**src/rtl/iqx4_and_time_deadlock_reporter.sv**
```systemverilog
// Qualifies the deadlock monitor's block flag against a persistence threshold,
// latches a sticky deadlock with one-shot irq, and keeps stall/event statistics.
module iqx4_and_time_deadlock_reporter #(
   parameter int unsigned N_SIGS   = 3,
   parameter int unsigned CNT_W    = 32,
   parameter int unsigned THRESH_W = 16,
   parameter int unsigned EVT_W    = 16
) (
   input  logic                clock,
   input  logic                reset,
   input  logic                block,
   input  logic [N_SIGS-1:0]   axis_block_sigs,
   input  logic [THRESH_W-1:0] threshold,
   input  logic                clear,
   output logic                deadlock,
   output logic                irq,
   output logic [CNT_W-1:0]    stall_cycles,
   output logic [CNT_W-1:0]    max_stall,
   output logic [EVT_W-1:0]    event_count,
   output logic [N_SIGS-1:0]   culprit
);

   localparam int unsigned CMP_W = (CNT_W > THRESH_W) ? CNT_W : THRESH_W;

   typedef enum logic [1:0] {IDLE, STALL, DEADLOCK} state_t;

   state_t              state_q, state_d;
   logic                deadlock_q, deadlock_d;
   logic                irq_q, irq_d;
   logic [CNT_W-1:0]    stall_q, stall_d;
   logic [CNT_W-1:0]    max_q, max_d;
   logic [EVT_W-1:0]    evt_q, evt_d;
   logic [N_SIGS-1:0]   culprit_q, culprit_d;

   logic [THRESH_W-1:0] thr_eff;
   logic [CNT_W-1:0]    stall_inc;
   logic                thr_is_one;
   logic                inc_hit;
   logic                declare;

   assign thr_eff    = (threshold == '0) ? THRESH_W'(1) : threshold;
   assign stall_inc  = (stall_q == '1) ? stall_q : stall_q + CNT_W'(1);
   assign thr_is_one = (thr_eff == THRESH_W'(1));
   // Equality-only compare: a threshold lowered below the running count never fires this run.
   assign inc_hit    = (CMP_W'(stall_inc) == CMP_W'(thr_eff));
   assign declare    = !clear && block &&
                       (((state_q == IDLE) && thr_is_one) || ((state_q == STALL) && inc_hit));

   always_ff @(posedge clock) begin
      if (reset) begin
         state_q    <= IDLE;
         deadlock_q <= 1'b0;
         irq_q      <= 1'b0;
         stall_q    <= '0;
         max_q      <= '0;
         evt_q      <= '0;
         culprit_q  <= '0;
      end else begin
         state_q    <= state_d;
         deadlock_q <= deadlock_d;
         irq_q      <= irq_d;
         stall_q    <= stall_d;
         max_q      <= max_d;
         evt_q      <= evt_d;
         culprit_q  <= culprit_d;
      end
   end

   always_comb begin
      state_d = state_q;
      unique case (state_q)
         IDLE:     if (block) state_d = thr_is_one ? DEADLOCK : STALL;
         STALL:    if (block) state_d = inc_hit ? DEADLOCK : STALL;
                   else       state_d = IDLE;
         DEADLOCK: state_d = DEADLOCK;
         default:  state_d = IDLE;
      endcase
      if (clear) state_d = IDLE;
   end

   always_comb begin
      stall_d    = stall_q;
      deadlock_d = deadlock_q;
      irq_d      = declare;
      culprit_d  = culprit_q;
      evt_d      = evt_q;
      if (clear) begin
         stall_d    = '0;
         deadlock_d = 1'b0;
         culprit_d  = '0;
      end else if (block) begin
         stall_d = (state_q == IDLE) ? CNT_W'(1) : stall_inc;
      end
      if (declare) begin
         deadlock_d = 1'b1;
         culprit_d  = axis_block_sigs;
         evt_d      = (evt_q == '1) ? evt_q : evt_q + EVT_W'(1);
      end
      max_d = (stall_d > max_q) ? stall_d : max_q;
   end

   assign deadlock     = deadlock_q;
   assign irq          = irq_q;
   assign stall_cycles = stall_q;
   assign max_stall    = max_q;
   assign event_count  = evt_q;
   assign culprit      = culprit_q;

endmodule
```
**config.mk**
```make
export PLATFORM = sky130hd
export DESIGN_NAME = iqx4_and_time_deadlock_reporter
export DESIGN_NICKNAME = d
export VERILOG_FILES = /design/src/rtl/iqx4_and_time_deadlock_reporter.sv
export SDC_FILE = /design/constraint.sdc
export NUM_CORES = 1
export LEC_CHECK = 0
export ABC_CLOCK_PERIOD_IN_PS = 5400
export BUFFER_PORTS_ARGS = -buffer_cell sky130_fd_sc_hd__clkbuf_2
export CORE_MARGIN = 2
export CORE_UTILIZATION = 47
export CTS_CLUSTER_SIZE = 30
export DETAILED_ROUTE_END_ITERATION = 8
export PLACE_DENSITY_LB_ADDON = 0.3
export SLEW_MARGIN = 20
export SYNTH_ARGS = -nofsm -noshare
export SYNTH_HDL_FRONTEND = slang
export SYNTH_SLANG_ARGS = --single-unit
```
**constraint.sdc**
```tcl
create_clock -name clock -period 5.4 [get_ports clock]
set_input_delay 1.35 -clock clock [delete_from_list [all_inputs] [get_ports clock]]
set_output_delay 1.35 -clock clock [all_outputs]
set_load 0.02 [all_outputs]
```
==> results.ini <==
[grt]
grt_pass1_vias = 5524
grt_antenna_before_repair = 0
top_usage_layer = met2
grt_use_total_pct = 26.4
grtUsageMet1_pct = 37.3
grt_max_degree = 46
grt-ovfl-total = 0
grt_use_met2_pct = 40.3
met3_usage_pct = 5.30
grt_pass1_wl_um = 28500

[setup_path]
end_kind = flop
reg2regPathDepth = 20
criticalPathCategory = flop to flop
r2r-end = max_stall[29]
crit_fanout = 12
arrival_ns = 5.23
required_ns = 5.64
cp-start-kind = flop
r2r_start = stall_cycles[0]
worst-r2r-setup-slack_ns = 0.40

[floorplanning]
die_area_sq_mm = 0.0137
die_h_um = 117
start_util_pct = 47.8
fp-row-count = 41
die_x_um = 117
io_pins = 108
core_sq_mm = 0.0126

[timing]
max-slew-margin-rel_pct = 48.8
fin_ws_ns = 0.403
skew_ns = 0.00768
finalSetupViolCount = 0
hold-worst-slack_ns = 0.472
min_period_over_period_pct = 92.5
fin_tns_setup_ns = 0
hold_viol_final = 0
finalMaxSlewViolations = 0
rsz0062_at_grt = no
fmax_mhz = 200
tightest_slew_ns = 0.765
period_needed_ns = 5.00

[power]
p_sw_share_pct = 24.0
p_per_area_mw_per_mm2 = 188
switchingPower_w = 0.000314
sequentialPowerShare_pct = 49.2
p_comb_share_pct = 8.3
clkPwrFrac_pct = 42.5
ir_drop_v = 0.000160
p_leak_nw = 2.99
p_int_w = 0.000998
finalPower_w = 0.00131

[clocking]
cts_num_sinks = 87
worstSkewPairLatency_ns = 0.34
cts_buffers = 9
hold_buffers = 0
cts_tree = built
clk_pin_slew_worst_paths_ns = 0.06
cts_buffer_depth = 2
htree_levels = 3
cts-root-buf = clkbuf_16

[finish]
multi_input_area_sq_mm = 0.00393
areaGrowthSynthToFinish_pct = 16.5
drive_gt1_share_pct = 18.9
regArea_sq_mm = 0.00174
finalNetCount = 932
antenna_cells = 0
stdcell_area_sq_mm = 0.00700
fillers = 1211

[place]
dp_slack_ns = 0.338
port_buffers = 107
place.gp.congestion = 0.902
placed_cell_area_sq_mm = 0.00671
hpwl_um = 13600

[synthesis]
synth_top_flop_cell = dfxtp_1
seq_area_frac_synth_pct = 29.0
synth_area_sq_mm = 0.00601
synth_most_common_cell = nor2_1
synth_top_family_by_area = simple AND/OR/NAND/NOR gates
synth_mux_area_share_pct = 2.48
synthXorXnorAreaFrac_pct = 4.37
netlist_top_cells_count = nor2_1 (98), dfxtp_1 (87), nand2_1 (82), a21oi_1 (43), inv_1 (39)
ys_seq_elements = 87
ys.warnings.count = 0
synth_compound_area_share_pct = 20.2
synth.largest_area_cell = dfxtp_1
synth_top_area_share_pct = 29.0
synth_edf_count = 0
synthAdderAreaFrac_pct = 7.08
synth_area_per_cell_sq_um = 7.66
synth_cell_type_count = 71
async_reset_ff_share_pct = 0
syn_nets = 841
synth-simple-area-share_pct = 30.9
synthesis.instances = 784
yosys-top-cells-area = dfxtp_1 (29%), ha_1 (7.1%), nor2_1 (6.1%)

[min_path]
min_delay_worst_endpoint = deadlock
hold_start = deadlock
holdPathStages = 2
hp-class = flop to flop

[routing]
drt-pass1-iter-count = 6
drt_iter0_drc = 510
wirelength_um = 17500
via_per_inst = 5.76
num_vias = 6053
drc_errors = 0
postRouteAntennaNets = 0
post_drt_wl_per_cell_um = 16.7

[status]
status = finished, final reports clean

[run]
drv_cap = 0

cell type report:
class	count	area share, %
inverters	39	2.09
clock inverters	4	0.322
flip-flops and latches	87	24.9
clock buffers	11	3.47
well taps	172	3.08
repair buffers	129	10.1
multi-input cells	609	56.1
how the worst max path moves through the flow:
stage,from,slack (ns),end,cells after the start
after global placement,stall_cycles[8],0.31,max_stall[0],17
after CTS,stall_cycles[8],0.32,max_stall[12],18
after global routing,stall_cycles[0],0.04,max_stall[30],20
final,stall_cycles[0],0.40,max_stall[29],20
after floorplan,stall_cycles[12],0.94,max_stall[19],20
after detailed placement,stall_cycles[8],0.34,max_stall[0],17
per-stage QoR:
stage               instances  utilization, %
global route             1051            55.7
finish                   1051            55.7
global placement         1033            53.4
CTS                      1048            55.5
floorplan                 784               -
detailed placement       1033            53.4
kinds of logic after synthesis:
kind of cell	Yosys count
multiplexers	14
XOR/XNOR	30
flip-flops	87
AO/OA/AOI/OAI	179
buffers and inverters	88
AND/OR/NAND/NOR	352
adder cells (fa/ha/maj)	34
timing repair:
action                     in CTS  in global routing
setup endpoints to repair       0                 21
buffers inserted                0                  3
resized for setup               0                  1
critical path: stages (launching register included):
cell and delay, ns:
dfxtp_1 0.55, ha_1 0.33, nand3_2 0.20, nor4_4 0.70, a211oi_1 0.27, o21ai_0 0.19
and2_1 0.14, a21oi_1 0.06, nor2_1 0.13, ha_1 0.25, a21o_1 0.18, a21o_1 0.16
a21o_1 0.16, a21o_1 0.18, a21oi_1 0.14, o21ai_0 0.16, o31ai_1 0.41, a2bb2oi_4 0.11
buf_4 0.20, buf_4 0.14, o31ai_1 0.23
power groups by stage:
stage | Clock (W) | Combinational (W) | Sequential, W
after floorplan | 0 | 0.0000663 | 0.000660
after global placement | 0 | 0.000102 | 0.000659
after detailed placement | 0 | 0.000102 | 0.000659
after CTS | 0.000565 | 0.000103 | 0.000645
after global routing | 0.000597 | 0.000119 | 0.000645
final | 0.000558 | 0.000109 | 0.000645
layout by cell type, fill, tap and decap left out, types with 4 or more instances in the layout:
cell	instances
o21ai_1	4
mux2_1	6
clkbuf_16	9
clkbuf_2	107
buf_4	21
a211oi_1	5
nand2_1	82
inv_1	39
a21oi_1	43
nor4_1	6
ha_1	34
o31ai_1	30
o21ai_0	30
and3_1	17
and2_1	16
nand3_1	21
mux2i_1	7
xor2_1	7
a41o_1	5
nand4_1	22
a31oi_1	9
nor3_1	23
nor2_1	98
and4_1	18
dfxtp_1	87
xnor2_1	23
nor2b_1	9
a21o_1	18
or4_1	7
o21a_1	6
metal layers:
| layer | part of all wire [%] | up-vias |
|---|---|---|
| li1 | - | 3019 |
| met1 | 46 | 2749 |
| met2 | 44 | 260 |
| met3 | 7.6 | 25 |
| met4 | 2.2 | 0 |
| met5 | 0 | - |
registers in the layout, indices dropped and copies added, names as in the netlist:
signal        count
max_stall        32
stall_cycles     32
event_count      16
culprit           3
state_q           2
deadlock          1
irq               1
No activity file was read; power rests on OpenSTA's default activity.
